File: src/rtl/nexys4_io_pkg.sv
// Shared types and defaults for the Nexys4 board input conditioning path.
package nexys4_io_pkg;

  typedef enum logic {IDLE, QUALIFY} debounce_state_t;

  localparam int DEFAULT_DEBOUNCE_CYCLES = 100000;
  localparam int DEFAULT_SYNC_STAGES     = 2;

endpackage

File: src/rtl/nexys4_input_conditioner_debounce_filter.sv
// Synchroniser, vector debounce FSM and registered rise/fall pulses for one input group.
module debounce_filter
  import nexys4_io_pkg::*;
#(
  parameter int WIDTH           = 1,
  parameter int DEBOUNCE_CYCLES = DEFAULT_DEBOUNCE_CYCLES,
  parameter int SYNC_STAGES     = DEFAULT_SYNC_STAGES
) (
  input  logic             clk,
  input  logic             rst,
  input  logic [WIDTH-1:0] din,
  output logic [WIDTH-1:0] stable,
  output logic [WIDTH-1:0] rise,
  output logic [WIDTH-1:0] fall,
  output logic             changed
);

  localparam int CNT_W = $clog2(DEBOUNCE_CYCLES + 1);
  localparam logic [CNT_W-1:0] CNT_MAX = CNT_W'(DEBOUNCE_CYCLES);
  localparam logic [CNT_W-1:0] CNT_ONE = CNT_W'(1);

  logic [WIDTH-1:0] sync_p [SYNC_STAGES];
  logic [WIDTH-1:0] sync_s;
  debounce_state_t  state;
  logic [WIDTH-1:0] cand;
  logic [CNT_W-1:0] cnt;
  logic [CNT_W-1:0] cnt_inc;

  // Stage p0..pN: plain flop chain, no logic between stages
  always_ff @(posedge clk or posedge rst) begin
    if (rst) begin
      for (int i = 0; i < SYNC_STAGES; i++) sync_p[i] <= '0;
    end else begin
      sync_p[0] <= din;
      for (int i = 1; i < SYNC_STAGES; i++) sync_p[i] <= sync_p[i-1];
    end
  end

  assign sync_s  = sync_p[SYNC_STAGES-1];
  assign cnt_inc = (cnt == CNT_MAX) ? cnt : cnt + CNT_ONE;

  // Debounce stage: cnt holds the number of consecutive samples equal to cand
  always_ff @(posedge clk or posedge rst) begin
    if (rst) begin
      state  <= IDLE;
      cand   <= '0;
      cnt    <= '0;
      stable <= '0;
      rise   <= '0;
      fall   <= '0;
    end else begin
      rise <= '0;
      fall <= '0;
      case (state)
        IDLE: begin
          if (sync_s != stable) begin
            if (DEBOUNCE_CYCLES == 1) begin
              stable <= sync_s;
              rise   <= sync_s & ~stable;
              fall   <= ~sync_s & stable;
            end else begin
              state <= QUALIFY;
              cand  <= sync_s;
              cnt   <= CNT_ONE;
            end
          end
        end
        QUALIFY: begin
          if (sync_s == stable) begin
            state <= IDLE;
            cnt   <= '0;
          end else if (sync_s != cand) begin
            cand <= sync_s;
            cnt  <= CNT_ONE;
          end else if (cnt_inc == CNT_MAX) begin
            stable <= cand;
            rise   <= cand & ~stable;
            fall   <= ~cand & stable;
            state  <= IDLE;
            cnt    <= '0;
          end else begin
            cnt <= cnt_inc;
          end
        end
        default: state <= IDLE;
      endcase
    end
  end

  assign changed = |(rise | fall);

endmodule

File: src/rtl/nexys4_input_conditioner.sv
// Nexys4 switch/button conditioner: sync, debounce and event pulses.
// Define NEXYS4_BUTTON_RELEASE_EN to add the Buttons_Released pulse output.
module nexys4_input_conditioner
  import nexys4_io_pkg::*;
#(
  parameter int NUM_SWITCHES    = 16,
  parameter int NUM_BUTTONS     = 2,
  parameter int DEBOUNCE_CYCLES = DEFAULT_DEBOUNCE_CYCLES,
  parameter int SYNC_STAGES     = DEFAULT_SYNC_STAGES
) (
  input  logic                    Clock,
  input  logic                    Reset,
  input  logic [NUM_SWITCHES-1:0] Switches,
  input  logic [NUM_BUTTONS-1:0]  Buttons,
  output logic [NUM_SWITCHES-1:0] Switches_Stable,
  output logic                    Switches_Changed,
  output logic [NUM_BUTTONS-1:0]  Buttons_Level,
  output logic [NUM_BUTTONS-1:0]  Buttons_Pressed
`ifdef NEXYS4_BUTTON_RELEASE_EN
  ,
  output logic [NUM_BUTTONS-1:0]  Buttons_Released
`endif
);

  logic [NUM_SWITCHES-1:0] sw_rise_unused;
  logic [NUM_SWITCHES-1:0] sw_fall_unused;
  logic [NUM_BUTTONS-1:0]  btn_fall;
  logic [NUM_BUTTONS-1:0]  btn_changed_unused;

  // The switch bus qualifies as one vector so a multi-bit move is one event
  debounce_filter #(
    .WIDTH           (NUM_SWITCHES),
    .DEBOUNCE_CYCLES (DEBOUNCE_CYCLES),
    .SYNC_STAGES     (SYNC_STAGES)
  ) u_sw_filter (
    .clk     (Clock),
    .rst     (Reset),
    .din     (Switches),
    .stable  (Switches_Stable),
    .rise    (sw_rise_unused),
    .fall    (sw_fall_unused),
    .changed (Switches_Changed)
  );

  for (genvar b = 0; b < NUM_BUTTONS; b++) begin : g_btn
    debounce_filter #(
      .WIDTH           (1),
      .DEBOUNCE_CYCLES (DEBOUNCE_CYCLES),
      .SYNC_STAGES     (SYNC_STAGES)
    ) u_btn_filter (
      .clk     (Clock),
      .rst     (Reset),
      .din     (Buttons[b]),
      .stable  (Buttons_Level[b]),
      .rise    (Buttons_Pressed[b]),
      .fall    (btn_fall[b]),
      .changed (btn_changed_unused[b])
    );
  end

`ifdef NEXYS4_BUTTON_RELEASE_EN
  assign Buttons_Released = btn_fall;
`else
  logic unused_btn_fall;
  assign unused_btn_fall = ^btn_fall;
`endif

endmodule

File: config.mk
export PLATFORM = sky130hd
export DESIGN_NAME = nexys4_input_conditioner
export DESIGN_NICKNAME = d
export VERILOG_FILES = /design/src/rtl/nexys4_io_pkg.sv /design/src/rtl/nexys4_input_conditioner_debounce_filter.sv /design/src/rtl/nexys4_input_conditioner.sv
export SDC_FILE = /design/constraint.sdc
export NUM_CORES = 1
export LEC_CHECK = 0
export ABC_AREA = 1
export CORE_MARGIN = 3
export CORE_UTILIZATION = 50
export CTS_CLUSTER_SIZE = 20
export DETAILED_ROUTE_END_ITERATION = 16
export GPL_ROUTABILITY_DRIVEN = 0
export PLACE_DENSITY = 0.69
export REMOVE_ABC_BUFFERS = 1
export SLEW_MARGIN = 20
export SYNTH_ARGS = -nofsm -noshare
export SYNTH_HDL_FRONTEND = slang
export SYNTH_HIERARCHICAL = 1
export SYNTH_SLANG_ARGS = --single-unit
File: constraint.sdc
create_clock -name Clock -period 4.9 [get_ports Clock]
set_input_delay 0.98 -clock Clock [delete_from_list [all_inputs] [get_ports Clock]]
set_output_delay 0.98 -clock Clock [all_outputs]
set_load 0.02 [all_outputs]
After elaboration in Yosys (flattened, before gate mapping). Cells that the tools add are included.

Register bits after elaboration: 160. Output and inout port bits: 21. Word-level logic and storage cells: 135. Input port bits: 20.

Bitwise logic cells: 18. Add/sub/neg operators: 3. Eq/ne operators: 24. Multiplexer cells: 61. Reductions and logical operators: 7.

Operators by type and width (number): $mux W17 (15); $mux W16 (11); $eq A17 B17 Y1 const B (6); $pmux W17 S2 (3); $add A17 B1 Y17 const B (3); $and A16 B16 Y16 (2); $ne A16 B16 Y1 (2); $not A16 Y16 (2); $pmux W16 S2 (1); $mux W1 (26); $eq A16 B16 Y1 (1); $or A16 B16 Y16 (1); $reduce_or A16 Y1 (1); $ne A2 B2 Y1 const B (6); $reduce_and A4 Y1 (3); $not A1 Y1 (11); $pmux W1 S2 (5); $reduce_and A3 Y1 (3); $ne A2 B1 Y1 const B (3); $ne A1 B1 Y1 (4); $and A1 B1 Y1 (2); $eq A1 B1 Y1 (2).

Depth between registers and ports, before layout. Gate-level depths: netlist of run 1.

Depth in word-level cells: 7. Depth in mapped cells: 16. Gate-level depth less buffers: 16.

By module. Netlist of run 1, hierarchy kept.

Modules (own cells, without submodules): debounce_filter (u_sw_filter) (instances 1, area an instance 5247.5 um^2, cells each 642, sequential area each 2852.7 um^2); debounce_filter (g_btn[0].u_btn_filter ...) (instances 2, area an instance 1729.2 um^2, cells each 264, sequential area each 600.6 um^2).

Least setup slack after synthesis of run 1. No wires, ideal clock.

Kind: register to output. From: register u_sw_filter.fall[12]. To: output Switches_Changed. Required time: 3920 ps. Arrival time: 1047 ps. Cell stages (with the launch flop): 4. Path buffers: 0. Path slack: 2873 ps. Cell sequence: dfrtp_1 nor4_1 nand4_1 or2_2.

Word-level cells in the longest chain between the ends: 2.

Ends and longest elaborated chain: start, declared (line nexys4_input_conditioner_debounce_filter.sv:14) `output logic [WIDTH-1:0] fall,`; start signal, assigned (line nexys4_input_conditioner_debounce_filter.sv:60) `fall <= ~sync_s & stable;`; start signal, assigned (line nexys4_input_conditioner_debounce_filter.sv:78) `fall <= ~cand & stable;`; $or A16 B16 Y16 (line nexys4_input_conditioner_debounce_filter.sv:90) `assign changed = |(rise | fall);`; $reduce_or A16 Y1 (line nexys4_input_conditioner_debounce_filter.sv:90); end, declared (line nexys4_input_conditioner.sv:16) `output logic Switches_Changed,`.

Every way passes these cells.

Final worst setup path of run 1.
From: register u_sw_filter.rise[0]. To: output Switches_Changed.

Word-level cells in the longest chain between the ends: 2.

Ends and longest elaborated chain: start, declared (line nexys4_input_conditioner_debounce_filter.sv:13) `output logic [WIDTH-1:0] rise,`; start signal, assigned (line nexys4_input_conditioner_debounce_filter.sv:59) `rise <= sync_s & ~stable;`; start signal, assigned (line nexys4_input_conditioner_debounce_filter.sv:77) `rise <= cand & ~stable;`; $or A16 B16 Y16 (line nexys4_input_conditioner_debounce_filter.sv:90); $reduce_or A16 Y1 (line nexys4_input_conditioner_debounce_filter.sv:90).

Every way passes these cells.

==> run_results.csv, run 1 <==
group,metric,value,unit
hold_path,min_path_type,"flop to flop",
grt,grt_pass1_wl,34100,um
route,first_pass_iters,5,
place,dp.cells,1409,
floorplanning,core_area,16800,um2
cts,cts_tree,"built",
place,dp_hpwl,14100,um
floorplanning,io-pin-count,41,
power_and_ir_drop,clkPwrFrac,0.476,
outcome,status,"finished clean",
floorplanning,start_util,0.515,
critical_path,rrSetupSlack,1970,ps
sta,slew_headroom,0.365,
cts,path_clk_slew,70,ps
sta,worst_pin_slew,952,ps
run,drv_cap,0,
floorplanning,die_h,137,um
cts,htree_levels,4,
floorplanning,die_w,137,um
power_and_ir_drop,peakVddDrop,248,uV
route,viasPerCell,5.22,
power_and_ir_drop,switching_power,0.673,mW
cts,clockRootBuffer,"clkbuf_16",
logic_synthesis,synth_area,8630,um2
sta,finalClockSkew,10.2,ps
cts,cts_buffers,17,
grt,grt_max_degree,53,
cts,ctsHoldBuffers,0,
route,drt_iter0_drc,544,
critical_path,required,3920,ps
sta,drv_slew,0,
logic_synthesis,syn-instance-count,1162,
route,wirelength,20000,um
power_and_ir_drop,p_seq_frac,0.481,
final_layout,final_net_count,1234,
floorplanning,die_area,18900,um2
sta,rsz0062_at_grt,"false",
floorplanning,row_count,47,
critical_path,crit_path_end_kind,"primary output",
grt,grt.total_usage,0.227,
power_and_ir_drop,p_leak,4.60,nW
cts,insertion_delay,420,ps
cts,ctsResizeCount,0,
final_layout,fin_cells,1441,
sta,finalHoldViolCount,0,
place,portBuffers,40,
critical_path,critical_path_class,"flop to primary output",
sta,max_freq,312,MHz
final_layout,drive_above_1_share,0.0794,
critical_path,cp.arrival,2220,ps
cts,clock_path_buffers,2,
grt,antenna_found_initial,0,
power_and_ir_drop,powerDensity,289,nW/um2
sta,setup_tns,0,ps
power_and_ir_drop,switching_share,0.236,
final_layout,area_growth,14.2,%
route,vias,7523,
grt,overflow,0,
route,drc_errors,0,
cts,cts_setup_buffers,0,
sta,period_minus_slack,3200,ps
power_and_ir_drop,p_comb_frac,0.043,
final_layout,antenna_cells,0,
power_and_ir_drop,intPower,2.17,mW
critical_path,worstPathMaxFanout,1,
sta,period_share,0.653,
route,postRouteAntennaNets,0,
route,post_drt_wl_per_cell,13.8,um
cts,cts.sinks,160,
grt,first_global_vias,7300,
critical_path,cp-start-kind,"flop",
sta,setup_viol,0,
logic_synthesis,ys_warn_count,6,
logic_synthesis,syn_area_per_cell,7.42,um2
area by class of cell:
type,instances,area [um2]
fillers,1535,6910
repair buffers,44,430
well taps,220,275
multi-input cells,850,4020
inverters,135,509
clock inverters,14,168
flip-flops and latches,160,4000
clock buffers,18,439
metal layers:
metal  up-vias  global-route usage  wire [um]  share of wire
li1       3791                   -          -              -
met1      3528               0.309       9240           0.46
met2       172               0.365       9330           0.47
met3        32              0.0431       1010          0.050
met4         0              0.0798        379          0.019
met5         -                   0          0              0
final timing paths:
kind	from	end	cells after the start
hold reg to reg	u_sw_filter/sync_p[25]	u_sw_filter/sync_s[9]	0
max in group asynchronous	Reset	u_sw_filter/sync_p[23]	3
hold / removal	u_sw_filter/sync_p[25]	u_sw_filter/sync_s[9]	0
setup / recovery	u_sw_filter/rise[0]	Switches_Changed	4
min in group asynchronous	Reset	u_sw_filter/sync_p[27]	2
setup reg to reg	u_sw_filter/cand[5]	u_sw_filter/stable[14]	11
power by group through the flow:
stage	registers [mW]	clock network, mW	logic [mW]
finish	1.37	1.36	0.123
global placement	1.39	0	0.123
CTS	1.37	1.40	0.125
global route	1.37	1.45	0.142
detailed placement	1.39	0	0.124
floorplan	1.39	0	0.0825
per-stage QoR:
step                      setup slack, ps  total power, mW  hold slack, ps  area [um2]  utilization
after CTS                            1680             2.89             352        9840        0.587
after floorplan                       904             1.47             331        8530            -
after global routing                 1580             2.96             358        9850        0.588
after global placement               2070             1.52             332        9240        0.551
final                                1700             2.85             348        9850        0.588
after detailed placement             1970             1.52             336        9240        0.551
placed cells by master, fill, tap and decap left out, types with 2 or more instances in the layout:
cell type / count
nand4_1: 46
a21oi_1: 4
o31ai_1: 2
dfrtp_1: 160
inv_6: 7
nand3_1: 84
inv_8: 3
o21ai_1: 9
buf_4: 4
clkbuf_16: 17
xnor2_1: 12
o21ai_0: 38
bufinv_16: 2
inv_1: 124
nand2_2: 9
nand2_1: 382
nor2_1: 170
ha_1: 6
inv_2: 9
clkdlybuf4s50_1: 40
o22ai_1: 16
nand3_2: 10
nor3_1: 5
a21boi_1: 2
nor2_2: 14
nor2_4: 11
xor2_1: 15
xor2_2: 2
nor4_1: 8
sequential cells by signal, indices dropped and copies added (netlist names), 16 cells and up:
signal	flops
u_sw_filter/fall	16
u_sw_filter/stable	16
u_sw_filter/rise	16
g_btn.u_btn_filter/cnt	34
u_sw_filter/cand	16
u_sw_filter/cnt	17
u_sw_filter/sync_p	16
u_sw_filter/sync_s	16
critical path, cell delays in order (launching register included):
cell             delay [ps]
dfrtp_1                 370
nor4_1                  480
nand4_1                 130
or2_2                   290
clkdlybuf4s50_1         530
No activity file was read; power rests on OpenSTA's default activity.
==> run 2, diff against run 1 <==
==> constraint.sdc (replaced) <==
create_clock -name Clock -period 3.3 [get_ports Clock]
set_input_delay 0.66 -clock Clock [delete_from_list [all_inputs] [get_ports Clock]]
set_output_delay 0.66 -clock Clock [all_outputs]
set_load 0.02 [all_outputs]
==> run 2 against run 1 <==
Clock power grew 45%. Wire length shrank 0.53%. Largest cell class unchanged. Via count shrank 1.3%. Die area is the same. Worst setup slack lost 1400 ps. Worst hold slack lost 0.53 ps. Critical path type unchanged. Largest power group unchanged. Cell count grew 0.42%. Critical endpoint unchanged.
==> run_results.csv, run 2 (synthesis results as in run 1) <==
group,metric,value,unit
sta,setup_viol,0,
power_and_ir_drop,p_comb_frac,0.044,
cts,clock_path_buffers,2,
final_layout,final_cell_mix,"nand2_1, nor2_1, dfrtp_1, inv_1, nand3_1",
outcome,status,"finished clean",
cts,ctsHoldBuffers,0,
place,post-place-ws,750,ps
route,drc_errors,0,
route,postRouteAntennaNets,0,
final_layout,final_util,0.590,
route,wl_met3,877,um
grt,grt.total_usage,0.221,
hold_path,min_path_type,"flop to flop",
grt,first_global_vias,6885,
final_layout,drive_above_1_share,0.0831,
floorplanning,io-pin-count,41,
floorplanning,die_w,137,um
final_layout,reg_top3,"g_btn.u_btn_filter/cnt x34, u_sw_filter/cnt x17",
cts,htree_levels,4,
sta,rsz0062_at_grt,"false",
cts,cts_tree,"built",
sta,worst_slack,340,ps
sta,drv_slew,0,
cts,cts_setup_buffers,0,
cts,ctsResizeCount,0,
final_layout,largest-register,"g_btn.u_btn_filter/cnt",
final_layout,area_growth,14.6,%
cts,clockRootBuffer,"clkbuf_16",
route,vias,7427,
route,viasPerCell,5.13,
place,dp_hpwl,14200,um
route,met1_length,9380,um
final_layout,largest_register_ffs,34,
critical_path,critical_path_class,"flop to primary output",
place,portBuffers,40,
cts,cts.sinks,160,
place,dp.cells,1415,
power_and_ir_drop,p_leak,4.62,nW
sta,period_share,0.897,
power_and_ir_drop,peakVddDrop,406,uV
final_layout,final_net_count,1240,
critical_path,crit_path_end_kind,"primary output",
sta,worst_pin_slew,891,ps
critical_path,required,2640,ps
grt,antenna_found_initial,0,
floorplanning,start_util,0.515,
cts,path_clk_slew,60,ps
final_layout,num-fill-cells,1507,
run,drv_cap,0,
power_and_ir_drop,switching_share,0.235,
route,dr_wl_met2,9360,um
grt,grt_pass1_wl,33200,um
grt,overflow,0,
critical_path,rrSetupSlack,710,ps
route,first_pass_iters,7,
route,post_drt_wl_per_cell,13.7,um
sta,finalClockSkew,7.60,ps
route,wirelength,19800,um
route,top_layer_used,"met4",
critical_path,worstPathMaxFanout,1,
power_and_ir_drop,powerDensity,424,nW/um2
cts,insertion_delay,420,ps
power_and_ir_drop,switching_power,0.984,mW
power_and_ir_drop,clkPwrFrac,0.470,
floorplanning,row_count,47,
power_and_ir_drop,intPower,3.21,mW
critical_path,cp.arrival,2300,ps
power_and_ir_drop,p_seq_frac,0.485,
floorplanning,die_area,18900,um2
sta,max_freq,338,MHz
route,drt_iter0_drc,548,
final_layout,fin_cells,1447,
cts,cts_buffers,17,
sta,period_minus_slack,2960,ps
sta,finalHoldViolCount,0,
floorplanning,die_h,137,um
floorplanning,core_area,16800,um2
final_layout,final_common_cell,"nand2_1",
critical_path,cp-start-kind,"flop",
sta,slew_headroom,0.405,
grt,grt_max_degree,40,
final_layout,antenna_cells,0,
-- run 2: cell types whose count changed in the layout (fill, tap and decap cells not counted), sizes merged --
cell | before | now
clkinvlp | 1 | 4
buf | 4 | 10
inv | 144 | 138
clkinv | 2 | 5
-- run 2: worst max-delay path, cell delays in order, from the launching register on --
cell and delay [ps]:
dfrtp_1 360, nor4_1 500, nand4_1 170, or2_2 320, clkdlybuf4s50_1 530
-- run 2: final timing paths --
| path | cells past startpoint | from | to |
|---|---|---|---|
| worst max-delay path | 4 | u_sw_filter/fall[14] | Switches_Changed |
| worst min-delay path | 0 | u_sw_filter/sync_p[16] | u_sw_filter/sync_s[0] |
| worst max register to register | 9 | u_sw_filter/cnt[1] | u_sw_filter/fall[5] |
| worst min register to register | 0 | u_sw_filter/sync_p[16] | u_sw_filter/sync_s[0] |
| max in group asynchronous | 3 | Reset | u_sw_filter/cand[13] |
| min in group asynchronous | 2 | Reset | u_sw_filter/sync_p[27] |
-- run 2: final cells by class --
class / count / area, um2 / share of cell area
multi-input combinational: 850 / 4020 / 0.406
sequential: 160 / 4000 / 0.405
inverter: 135 / 509 / 0.0515
timing repair buffer: 50 / 488 / 0.0494
clock buffer: 18 / 439 / 0.0444
tap: 220 / 275 / 0.0278
clock inverter: 14 / 153 / 0.0154
-- run 2: layer usage --
layer | global-route usage | vias up
li1 | - | 3792
met1 | 0.308 | 3445
met2 | 0.357 | 173
met3 | 0.0405 | 17
met4 | 0.0565 | 0
met5 | 0 | -
-- run 2: stage by stage --
stage	instance area, um2	hold WS [ps]	setup TNS [ps]	total power, mW
after floorplan	8530	331	-42830	2.18
after global placement	9300	331	0	2.26
after detailed placement	9300	335	0	2.26
after CTS	9890	351	0	4.24
after global routing	9890	356	0	4.35
final	9890	348	0	4.19
-- run 2: power groups by stage --
stage | registers [mW] | clock network (mW) | logic [mW]
6_report | 2.03 | 1.97 | 0.187
3_3_place_gp | 2.07 | 0 | 0.187
4_1_cts | 2.03 | 2.01 | 0.191
5_1_grt | 2.04 | 2.10 | 0.214
3_5_place_dp | 2.07 | 0 | 0.189
2_1_floorplan | 2.06 | 0 | 0.122
==> run 3, diff against run 2 <==
--- a/config.mk
+++ b/config.mk
@@ -13,6 +13,7 @@
 export GPL_ROUTABILITY_DRIVEN = 0
 export PLACE_DENSITY = 0.69
 export REMOVE_ABC_BUFFERS = 1
+export SKIP_CTS_REPAIR_TIMING = 1
 export SLEW_MARGIN = 20
 export SYNTH_ARGS = -nofsm -noshare
 export SYNTH_HDL_FRONTEND = slang
==> results of run 3 <==
Final layout, timing and power as in run 2 (identical DEF).
